[config.mk]
export PLATFORM = sky130hd
export DESIGN_NAME = pipe_hazard_ctrl
export DESIGN_NICKNAME = d
export VERILOG_FILES = /design/src/rtl/pipe_ctrl_pkg.sv /design/src/rtl/pipe_hazard_ctrl_hazard_detect.sv /design/src/rtl/pipe_hazard_ctrl.sv
export SDC_FILE = /design/constraint.sdc
export NUM_CORES = 1
export LEC_CHECK = 0
export ABC_AREA = 1
export BUFFER_PORTS_ARGS = -buffer_cell sky130_fd_sc_hd__clkbuf_2
export CAP_MARGIN = 20
export CORE_MARGIN = 5
export CORE_UTILIZATION = 36
export CTS_CLUSTER_DIAMETER = 80
export CTS_CLUSTER_SIZE = 14
export DETAILED_ROUTE_END_ITERATION = 10
export GPL_TIMING_DRIVEN = 0
export PLACE_DENSITY = 0.81
export SYNTH_ARGS = -nofsm -noshare
export SYNTH_HDL_FRONTEND = slang
export SYNTH_SLANG_ARGS = --single-unit
[constraint.sdc]
create_clock -name clk -period 1.6 [get_ports clk]
set_input_delay 0.08 -clock clk [delete_from_list [all_inputs] [get_ports clk]]
set_output_delay 0.08 -clock clk [all_outputs]
set_load 0.02 [all_outputs]
[src/rtl/pipe_ctrl_pkg.sv]
// Shared definitions for the pipeline stall/flush sequencer: stall-cause
// encodings, the zero register specifier and the default watchdog limit.
package pipe_ctrl_pkg;

  typedef enum logic [1:0] {
    ST_RUN     = 2'd0,
    ST_LUSTALL = 2'd1,
    ST_ISTALL  = 2'd2,
    ST_DSTALL  = 2'd3
  } ctrl_state_e;

  // Register 0 is hardwired to zero, so a load targeting it never creates a hazard.
  localparam logic [31:0] REG_ZERO = 32'd0;

  localparam int STALL_TIMEOUT_DEF = 1024;

endpackage

[src/rtl/pipe_hazard_ctrl_hazard_detect.sv]
// Combinational load-use comparator: flags an ID instruction that reads the
// destination of a load currently in EX.
module hazard_detect
  import pipe_ctrl_pkg::*;
#(
  parameter int REG_ADDR_W = 5
) (
  input  logic [REG_ADDR_W-1:0] id_rs,
  input  logic [REG_ADDR_W-1:0] id_rt,
  input  logic                  id_uses_rt,
  input  logic                  ex_memread,
  input  logic [REG_ADDR_W-1:0] ex_rt,
  output logic                  lu
);

  logic [REG_ADDR_W-1:0] zero_reg;
  assign zero_reg = REG_ZERO[REG_ADDR_W-1:0];

  assign lu = ex_memread && (ex_rt != zero_reg) &&
              ((ex_rt == id_rs) || (id_uses_rt && (ex_rt == id_rt)));

endmodule

[src/rtl/pipe_hazard_ctrl.sv]
// Central stall/flush sequencer for the 5-stage pipeline. Optional
// performance counters are built when PIPE_HAZARD_PERF_CNT_EN is defined.
module pipe_hazard_ctrl
  import pipe_ctrl_pkg::*;
#(
  parameter int REG_ADDR_W    = 5,
  parameter int STALL_TIMEOUT = STALL_TIMEOUT_DEF,
  parameter int TO_CNT_W      = 11,
  parameter int CNT_W         = 32
) (
  input  logic                  clk,
  input  logic                  rst,
  input  logic [REG_ADDR_W-1:0] id_rs,
  input  logic [REG_ADDR_W-1:0] id_rt,
  input  logic                  id_uses_rt,
  input  logic                  ex_memread,
  input  logic [REG_ADDR_W-1:0] ex_rt,
  input  logic                  id_branch_taken,
  input  logic                  icache_stall,
  input  logic                  dcache_stall,
  output logic                  pc_write,
  output logic                  ifid_hold,
  output logic                  if_flush,
  output logic                  idex_bubble,
  output logic                  idex_hold,
  output logic                  exmem_hold,
  output logic                  memwb_bubble,
  output logic [1:0]            ctrl_state,
  output logic                  stall_timeout,
  output logic [CNT_W-1:0]      perf_istall,
  output logic [CNT_W-1:0]      perf_dstall,
  output logic [CNT_W-1:0]      perf_lustall,
  output logic [CNT_W-1:0]      perf_flush
);

  localparam logic [TO_CNT_W-1:0] TO_LIMIT = TO_CNT_W'(STALL_TIMEOUT - 1);

  ctrl_state_e         state_q, state_d;
  logic                lu;
  logic [TO_CNT_W-1:0] to_cnt;

  hazard_detect #(.REG_ADDR_W(REG_ADDR_W)) u_hazard_detect (
    .id_rs      (id_rs),
    .id_rt      (id_rt),
    .id_uses_rt (id_uses_rt),
    .ex_memread (ex_memread),
    .ex_rt      (ex_rt),
    .lu         (lu)
  );

  always_ff @(posedge clk or posedge rst) begin
    if (rst) state_q <= ST_RUN;
    else     state_q <= state_d;
  end

  always_comb begin
    state_d = ST_RUN;
    if (dcache_stall)      state_d = ST_DSTALL;
    else if (icache_stall) state_d = ST_ISTALL;
    else if (lu)           state_d = ST_LUSTALL;
  end

  // Zero-latency controls; a taken branch loses to any stall so it re-resolves later.
  always_comb begin
    pc_write     = 1'b0;
    ifid_hold    = 1'b0;
    if_flush     = 1'b0;
    idex_bubble  = 1'b0;
    idex_hold    = 1'b0;
    exmem_hold   = 1'b0;
    memwb_bubble = 1'b0;
    if (!rst) begin
      if (dcache_stall) begin
        ifid_hold    = 1'b1;
        idex_hold    = 1'b1;
        exmem_hold   = 1'b1;
        memwb_bubble = 1'b1;
      end else if (icache_stall || lu) begin
        ifid_hold   = 1'b1;
        idex_bubble = 1'b1;
      end else if (id_branch_taken) begin
        pc_write = 1'b1;
        if_flush = 1'b1;
      end else begin
        pc_write = 1'b1;
      end
    end
  end

  assign ctrl_state = state_q;

  // Watchdog counts cycles spent in one unchanged stall cause.
  always_ff @(posedge clk or posedge rst) begin
    if (rst) begin
      to_cnt        <= '0;
      stall_timeout <= 1'b0;
    end else begin
      if ((state_d != state_q) || (state_q == ST_RUN)) to_cnt <= '0;
      else if (to_cnt != '1)                           to_cnt <= to_cnt + TO_CNT_W'(1);
      if ((state_d == state_q) && (state_q != ST_RUN) && (to_cnt == TO_LIMIT))
        stall_timeout <= 1'b1;
    end
  end

`ifdef PIPE_HAZARD_PERF_CNT_EN
  always_ff @(posedge clk or posedge rst) begin
    if (rst) begin
      perf_istall  <= '0;
      perf_dstall  <= '0;
      perf_lustall <= '0;
      perf_flush   <= '0;
    end else begin
      if ((state_q == ST_ISTALL) && (perf_istall != '1))   perf_istall  <= perf_istall + CNT_W'(1);
      if ((state_q == ST_DSTALL) && (perf_dstall != '1))   perf_dstall  <= perf_dstall + CNT_W'(1);
      if ((state_q == ST_LUSTALL) && (perf_lustall != '1)) perf_lustall <= perf_lustall + CNT_W'(1);
      if (if_flush && (perf_flush != '1))                  perf_flush   <= perf_flush + CNT_W'(1);
    end
  end
`else
  assign perf_istall  = '0;
  assign perf_dstall  = '0;
  assign perf_lustall = '0;
  assign perf_flush   = '0;
`endif

endmodule

==> flow_summary.ini, run 1 <==
[synthesis]
synth_edf_count = 0
synthArstFlopShare = 1.00
synth-seq-cells = 14
synth-seq-area-share = 0.176
synth_fa_ha_area_frac = 0.00629
synthTopCellsByArea = buf_4 (49%), dfrtp_1 (18%), nand2_1 (7.9%)
synth_simple_gate_area_frac = 0.226
synth_top_family_by_area = buffers and inverters
synth.distinct_cells = 23
syn-cell-area_um2 = 1990
synth-xor-area-share = 0.0308
synth_area_per_cell_um2 = 7.10
synthFlopType = dfrtp_1
yosysTopAreaCell = buf_4
syn-instance-count = 280
yosysMostFrequentCell = buf_4
synth_common_cells = buf_4 (130), nand2_1 (42), inv_1 (23)
ys_warn_count = 0
synth_top_area_share = 0.491
synthMuxAreaShare = 0
synth_compound_area_frac = 0.0113

[pwr]
ir_drop_mv = 0.355
p_seq_frac = 0.257
internal_power_w = 0.000873
p_sw_w = 0.000571
swShare = 0.396
power.density_nw_per_um2 = 498
leakage_nw = 1.90
pwr-share-comb = 0.501
p_clk_frac = 0.242

[global_routing]
grt_pass1_wl_um = 7110
globalRouteTotalUtil = 0.117
grt_pass1_vias = 1718
grt_max_degree = 15
grt_antenna_before_repair = 0
gr-total-overflow = 0

[sta]
slew_headroom = 0.563
skew_ns = 0.00328
whs_ns = 0.0832
worstMarginPinSlew_ns = 0.653
max_freq_mhz = 639
setup_ws_ns = 0.0339
maxSlewViolCount = 0
finalHoldViolCount = 0
finalSetupViolCount = 0
period_share = 0.979
rsz0062_at_grt = yes
period_needed_ns = 1.57

[floorplanning]
die_h_um = 84.3
die_x_um = 84.3
num_rows = 27
core_area_um2 = 5440
initial_utilization = 0.366
die-area_um2 = 7110
io-pin-count = 160

[setup_path]
crit_slowest_cell = dfrtp_1
critPathTopFamily = simple AND/OR/NAND/NOR gates
crit_chain = ha_2 > nand3_4 > nor2_4 > nand2_2 > nor2_4 > nand2_4 > inv_2 > nor2_1 > xor2_1 > nor2_2
slowest_delay_ns = 0.36
crit_arrival_ns = 1.70
crit_top_cell = nor2_4
cp-end-kind = flop
critPathLaunchType = flop
crit_buf_inv = 1
cp_max_fo = 7
critPathKind = reg -> reg
required_ns = 1.74

[clocking]
cts_made_buffers = 3
cts_tree = built
clockRootBuffer = clkbuf_8
htreeDepth = 1
clock_path_buffers = 2
cts_sinks = 14
clk_latency_ns = 0.25
clk_pin_slew_ns = 0.06

[layout]
area_delta_synth_final_pct = 45.9
fill_cells = 501
antenna-diode-count = 0
register_area_um2 = 350
fin_nets = 477
final_layout_size_suffix_gt1_frac = 0.450
multi_input_area_um2 = 1080
stdcell_count = 525

[place]
gp_congestion = 0.777
place_ws_ns = -0.126
dp_cells = 510
port_buffers = 31
dp_hpwl_um = 3880

[route]
drtIter0Drc = 18
drt-vias-per-instance = 3.37
wire_per_inst_um = 8.49
remaining_drc_errors = 0
wl_um = 4460
drtPass1Iterations = 4
vias = 1768
ant_nets = 0

[run]
maxCapViolations = 0

[hold_path]
worstHoldPathType = in -> reg

[outcome]
status = complete, no violations
worst register-to-register path, cell delays in order (launching register included):
cell,delay [ns]
dfrtp_1,0.36
ha_2,0.21
nand3_4,0.10
nor2_4,0.12
nand2_2,0.08
nor2_4,0.12
nand2_4,0.10
inv_2,0.08
nor2_1,0.05
xor2_1,0.19
nor2_2,0.06
flip-flops by register name, summed over array words and instances, names as in the netlist:
name / cells
to_cnt: 11
ctrl_state: 2
stall_timeout: 1
power groups by stage:
stage                     Clock, W  Combinational [W]  Sequential (W)
after global placement           0           0.000676        0.000379
after detailed placement         0           0.000682        0.000380
after global routing      0.000368           0.000786        0.000373
after floorplan                  0           0.000614        0.000382
final                     0.000349           0.000724        0.000371
after CTS                 0.000353           0.000699        0.000371
cell type report:
cell class	instances	area share
plain buffers	131	0.340
well taps	72	0.0310
inverters	27	0.0349
flip-flops and latches	14	0.121
multi-input cells	235	0.371
clock buffers	4	0.0190
repair buffers	42	0.0828
stage by stage:
stage	cell area (µm²)	power, W	TNS (ns)	utilization
2_1_floorplan	2460	0.000995	0	-
3_3_place_gp	2710	0.00106	-0.201	0.498
3_5_place_dp	2710	0.00106	-0.325	0.498
4_1_cts	2850	0.00142	0	0.524
5_1_grt	2900	0.00153	-0.193	0.533
6_report	2900	0.00144	0	0.533
placed cells by master, fill, tap and decap left out, drive strengths merged:
master / n
and3: 1
o21bai: 1
dlygate4sd3: 1
o21ai: 3
ha: 1
clkbuf: 35
xnor2: 3
nor2: 31
buf: 141
conb: 128
nor3: 2
xor2: 4
nand3: 10
nand4: 4
nand2: 47
dfrtp: 14
inv: 27
worst paths after layout:
check / slack, ns / cells past startpoint / endpoint / start
hold / removal: 0.08 / 3 / ctrl_state[1] / icache_stall
setup reg to reg: 0.03 / 10 / to_cnt[4] / to_cnt[1]
setup / recovery: 0.03 / 10 / to_cnt[4] / to_cnt[1]
min in group asynchronous: 0.52 / 3 / to_cnt[4] / rst
max in group asynchronous: 0.66 / 3 / ctrl_state[1] / rst
hold reg to reg: 0.50 / 2 / stall_timeout / stall_timeout
cell families after synthesis:
family	after synthesis
buf+inv	158
simple gates	95
flops	14
xor+xnor	7
compound gates	4
fa+ha+maj	1
other cells	1
per-layer routing:
metal	part of all wire	track usage	up-vias
li1	-	-	931
met3	0.11	0.0304	4
met1	0.33	0.118	739
met5	0	0	-
met2	0.56	0.232	94
met4	0.0078	0.0351	0
timing repair:
item | 4_1_cts | 5_1_grt
hold endpoints to repair | 14 | 0
hold buffers | 1 | 0
setup buffers | 7 | 3
endpoints found under the setup margin | 5 | 8
resized for setup | 5 | 6
pin swaps | 4 | 7
(Power assumes the default switching activity.)
==> run 2, diff against run 1 <==
--- a/config.mk
+++ b/config.mk
@@ -5,7 +5,6 @@
 export SDC_FILE = /design/constraint.sdc
 export NUM_CORES = 1
 export LEC_CHECK = 0
-export ABC_AREA = 1
 export BUFFER_PORTS_ARGS = -buffer_cell sky130_fd_sc_hd__clkbuf_2
 export CAP_MARGIN = 20
 export CORE_MARGIN = 5
@@ -14,7 +13,7 @@
 export CTS_CLUSTER_SIZE = 14
 export DETAILED_ROUTE_END_ITERATION = 10
 export GPL_TIMING_DRIVEN = 0
-export PLACE_DENSITY = 0.81
+export PLACE_DENSITY = 0.82
 export SYNTH_ARGS = -nofsm -noshare
 export SYNTH_HDL_FRONTEND = slang
 export SYNTH_SLANG_ARGS = --single-unit
==> flow_summary.ini, run 2 <==
[layout]
largest_register = to_cnt
register_area_um2 = 350
fin_util = 0.550
final_common_cell = buf_4
final_cell_mix = buf_4 (140), conb_1 (128), clkbuf_2 (27)
multi_input_area_um2 = 1060
final_layout_size_suffix_gt1_frac = 0.475
fin_nets = 425
stdcell_count = 470
fill_cells = 461
largest_reg_flops = 11
area_delta_synth_final_pct = 48.4
antenna-diode-count = 0

[setup_path]
cp-end-kind = primary output
slowest_delay_ns = 0.53
r2r.worst_path.cells = 5
crit_chain = buf_8 > or4_4 > o21ai_4 > and2b_2 > buf_6 > o21a_1 > buf_6
cp_max_fo = 3
critPathKind = in -> out
critPathLaunchType = input port
crit_top_cell = buf_6
crit_buf_inv = 3
crit_arrival_ns = 1.57
required_ns = 1.52
crit_slowest_cell = or4_4
path_depth = 7
critPathTopFamily = simple AND/OR/NAND/NOR gates

[synthesis]
synth_simple_gate_area_frac = 0.130
synth_fa_ha_area_frac = 0.00656
ys_warn_count = 0
syn-cell-area_um2 = 1910
synth_common_cells = buf_4 (130), dfrtp_1 (14), xnor2_1 (12)
synthFlopType = dfrtp_1
syn-instance-count = 228
yosysMostFrequentCell = buf_4
synth-xor-area-share = 0.0689
synth_area_per_cell_um2 = 8.36
synth_edf_count = 0
synthArstFlopShare = 1.00
synth_compound_area_frac = 0.0755
synth-seq-area-share = 0.184
synth.distinct_cells = 39
synthTopCellsByArea = buf_4 (51%), dfrtp_1 (18%), xnor2_1 (5.5%)
synth_top_area_share = 0.512
synth_top_family_by_area = buffers and inverters
yosysTopAreaCell = buf_4
synthMuxAreaShare = 0.00525
synth-seq-cells = 14

[global_routing]
grt_max_degree = 15
grt_busiest_layer = met2
grt_pass1_vias = 1423
grt_antenna_before_repair = 0
met2_usage = 0.216
grt_pass1_wl_um = 6020
globalRouteTotalUtil = 0.110
grtUsageMet3 = 0.0205
gr-total-overflow = 0
grt_use_met1 = 0.118

[route]
drtPass1Iterations = 4
wire_per_inst_um = 9.15
ant_nets = 0
drt-vias-per-instance = 3.37
drtIter0Drc = 22
remaining_drc_errors = 0
wl_um = 4300
vias = 1582

[sta]
skew_ns = 0.00430
setup_ws_ns = -0.0450
whs_ns = 0.132
finalSetupViolCount = 3
period_share = 1.03
finalHoldViolCount = 0
tns_ns = -0.0648
worstMarginPinSlew_ns = 0.648
period_needed_ns = 1.65
max_freq_mhz = 608
maxSlewViolCount = 0
rsz0062_at_grt = yes
slew_headroom = 0.567

[floorplanning]
core_area_um2 = 5140
die-area_um2 = 6850
initial_utilization = 0.371
num_rows = 26
io-pin-count = 160
die_x_um = 82.8
die_h_um = 82.8

[pwr]
p_seq_frac = 0.273
internal_power_w = 0.000829
leakage_nw = 1.72
swShare = 0.389
p_clk_frac = 0.205
p_sw_w = 0.000527
power.density_nw_per_um2 = 480
pwr-share-comb = 0.522
ir_drop_mv = 0.428

[outcome]
violations = setup timing
status = finished with violations

[clocking]
clk_latency_ns = 0.24
cts_sinks = 14
cts_made_buffers = 3
cts_tree = built
clockRootBuffer = clkbuf_8
clk_pin_slew_ns = 0.06
clock_path_buffers = 2
htreeDepth = 1

[place]
port_buffers = 31
dp_hpwl_um = 3690
dp_cells = 456
place_ws_ns = -0.143
gp_congestion = 0.810

[hold_path]
worstHoldPathCells = 2
worstHoldPathType = in -> reg

[run]
maxCapViolations = 0
==> run 2: power groups by stage <==
| stage | clock, W | combinational, W | sequential, W |
|---|---|---|---|
| CTS | 0.000283 | 0.000663 | 0.000369 |
| floorplan | 0 | 0.000587 | 0.000376 |
| detailed placement | 0 | 0.000651 | 0.000375 |
| finish | 0.000279 | 0.000708 | 0.000370 |
| global placement | 0 | 0.000646 | 0.000374 |
| global route | 0.000300 | 0.000761 | 0.000371 |
==> run 2: routing by layer <==
metal	vias to the layer above	share of wire
li1	834	-
met1	669	0.35
met4	0	0.0070
met3	4	0.093
met2	75	0.55
met5	-	0
==> run 2: final cells by class <==
type,instances,area share
buffer,133,0.352
clock buffer,3,0.0146
inverter,3,0.00398
multi-input combinational,205,0.376
sequential,14,0.124
tap,70,0.0310
timing repair buffer,42,0.0982
==> run 2: worst paths after layout <==
| check | startpoint | to | slack, ns |
|---|---|---|---|
| min | dcache_stall | ctrl_state[0] | 0.13 |
| max in group asynchronous | rst | to_cnt[1] | 0.63 |
| max | ex_rt[0] | ifid_hold | -0.05 |
| min in group asynchronous | rst | to_cnt[3] | 0.55 |
| max reg2reg | to_cnt[5] | stall_timeout | 0.03 |
| min reg2reg | stall_timeout | stall_timeout | 0.51 |
==> run 2: cells by family after synthesis <==
logic type,after synthesis
buf+inv,136
simple gates,41
compound gates,19
xor+xnor,15
flops,14
fa+ha+maj,1
other cells,1
mux,1
==> run 2: metrics by stage <==
stage,total power [W],instance area [µm²]
5_1_grt,0.00143,2830
6_report,0.00136,2830
2_1_floorplan,0.000963,2380
4_1_cts,0.00131,2730
3_5_place_dp,0.00103,2630
3_3_place_gp,0.00102,2630
==> run 2: what timing repair did <==
item | 4_1_cts | 5_1_grt
setup endpoints to repair | 6 | 10
gates resized for setup | 4 | 18
pin swaps | 5 | 8
hold buffers | 1 | 0
setup buffers | 5 | 5
hold endpoints to repair | 14 | 0
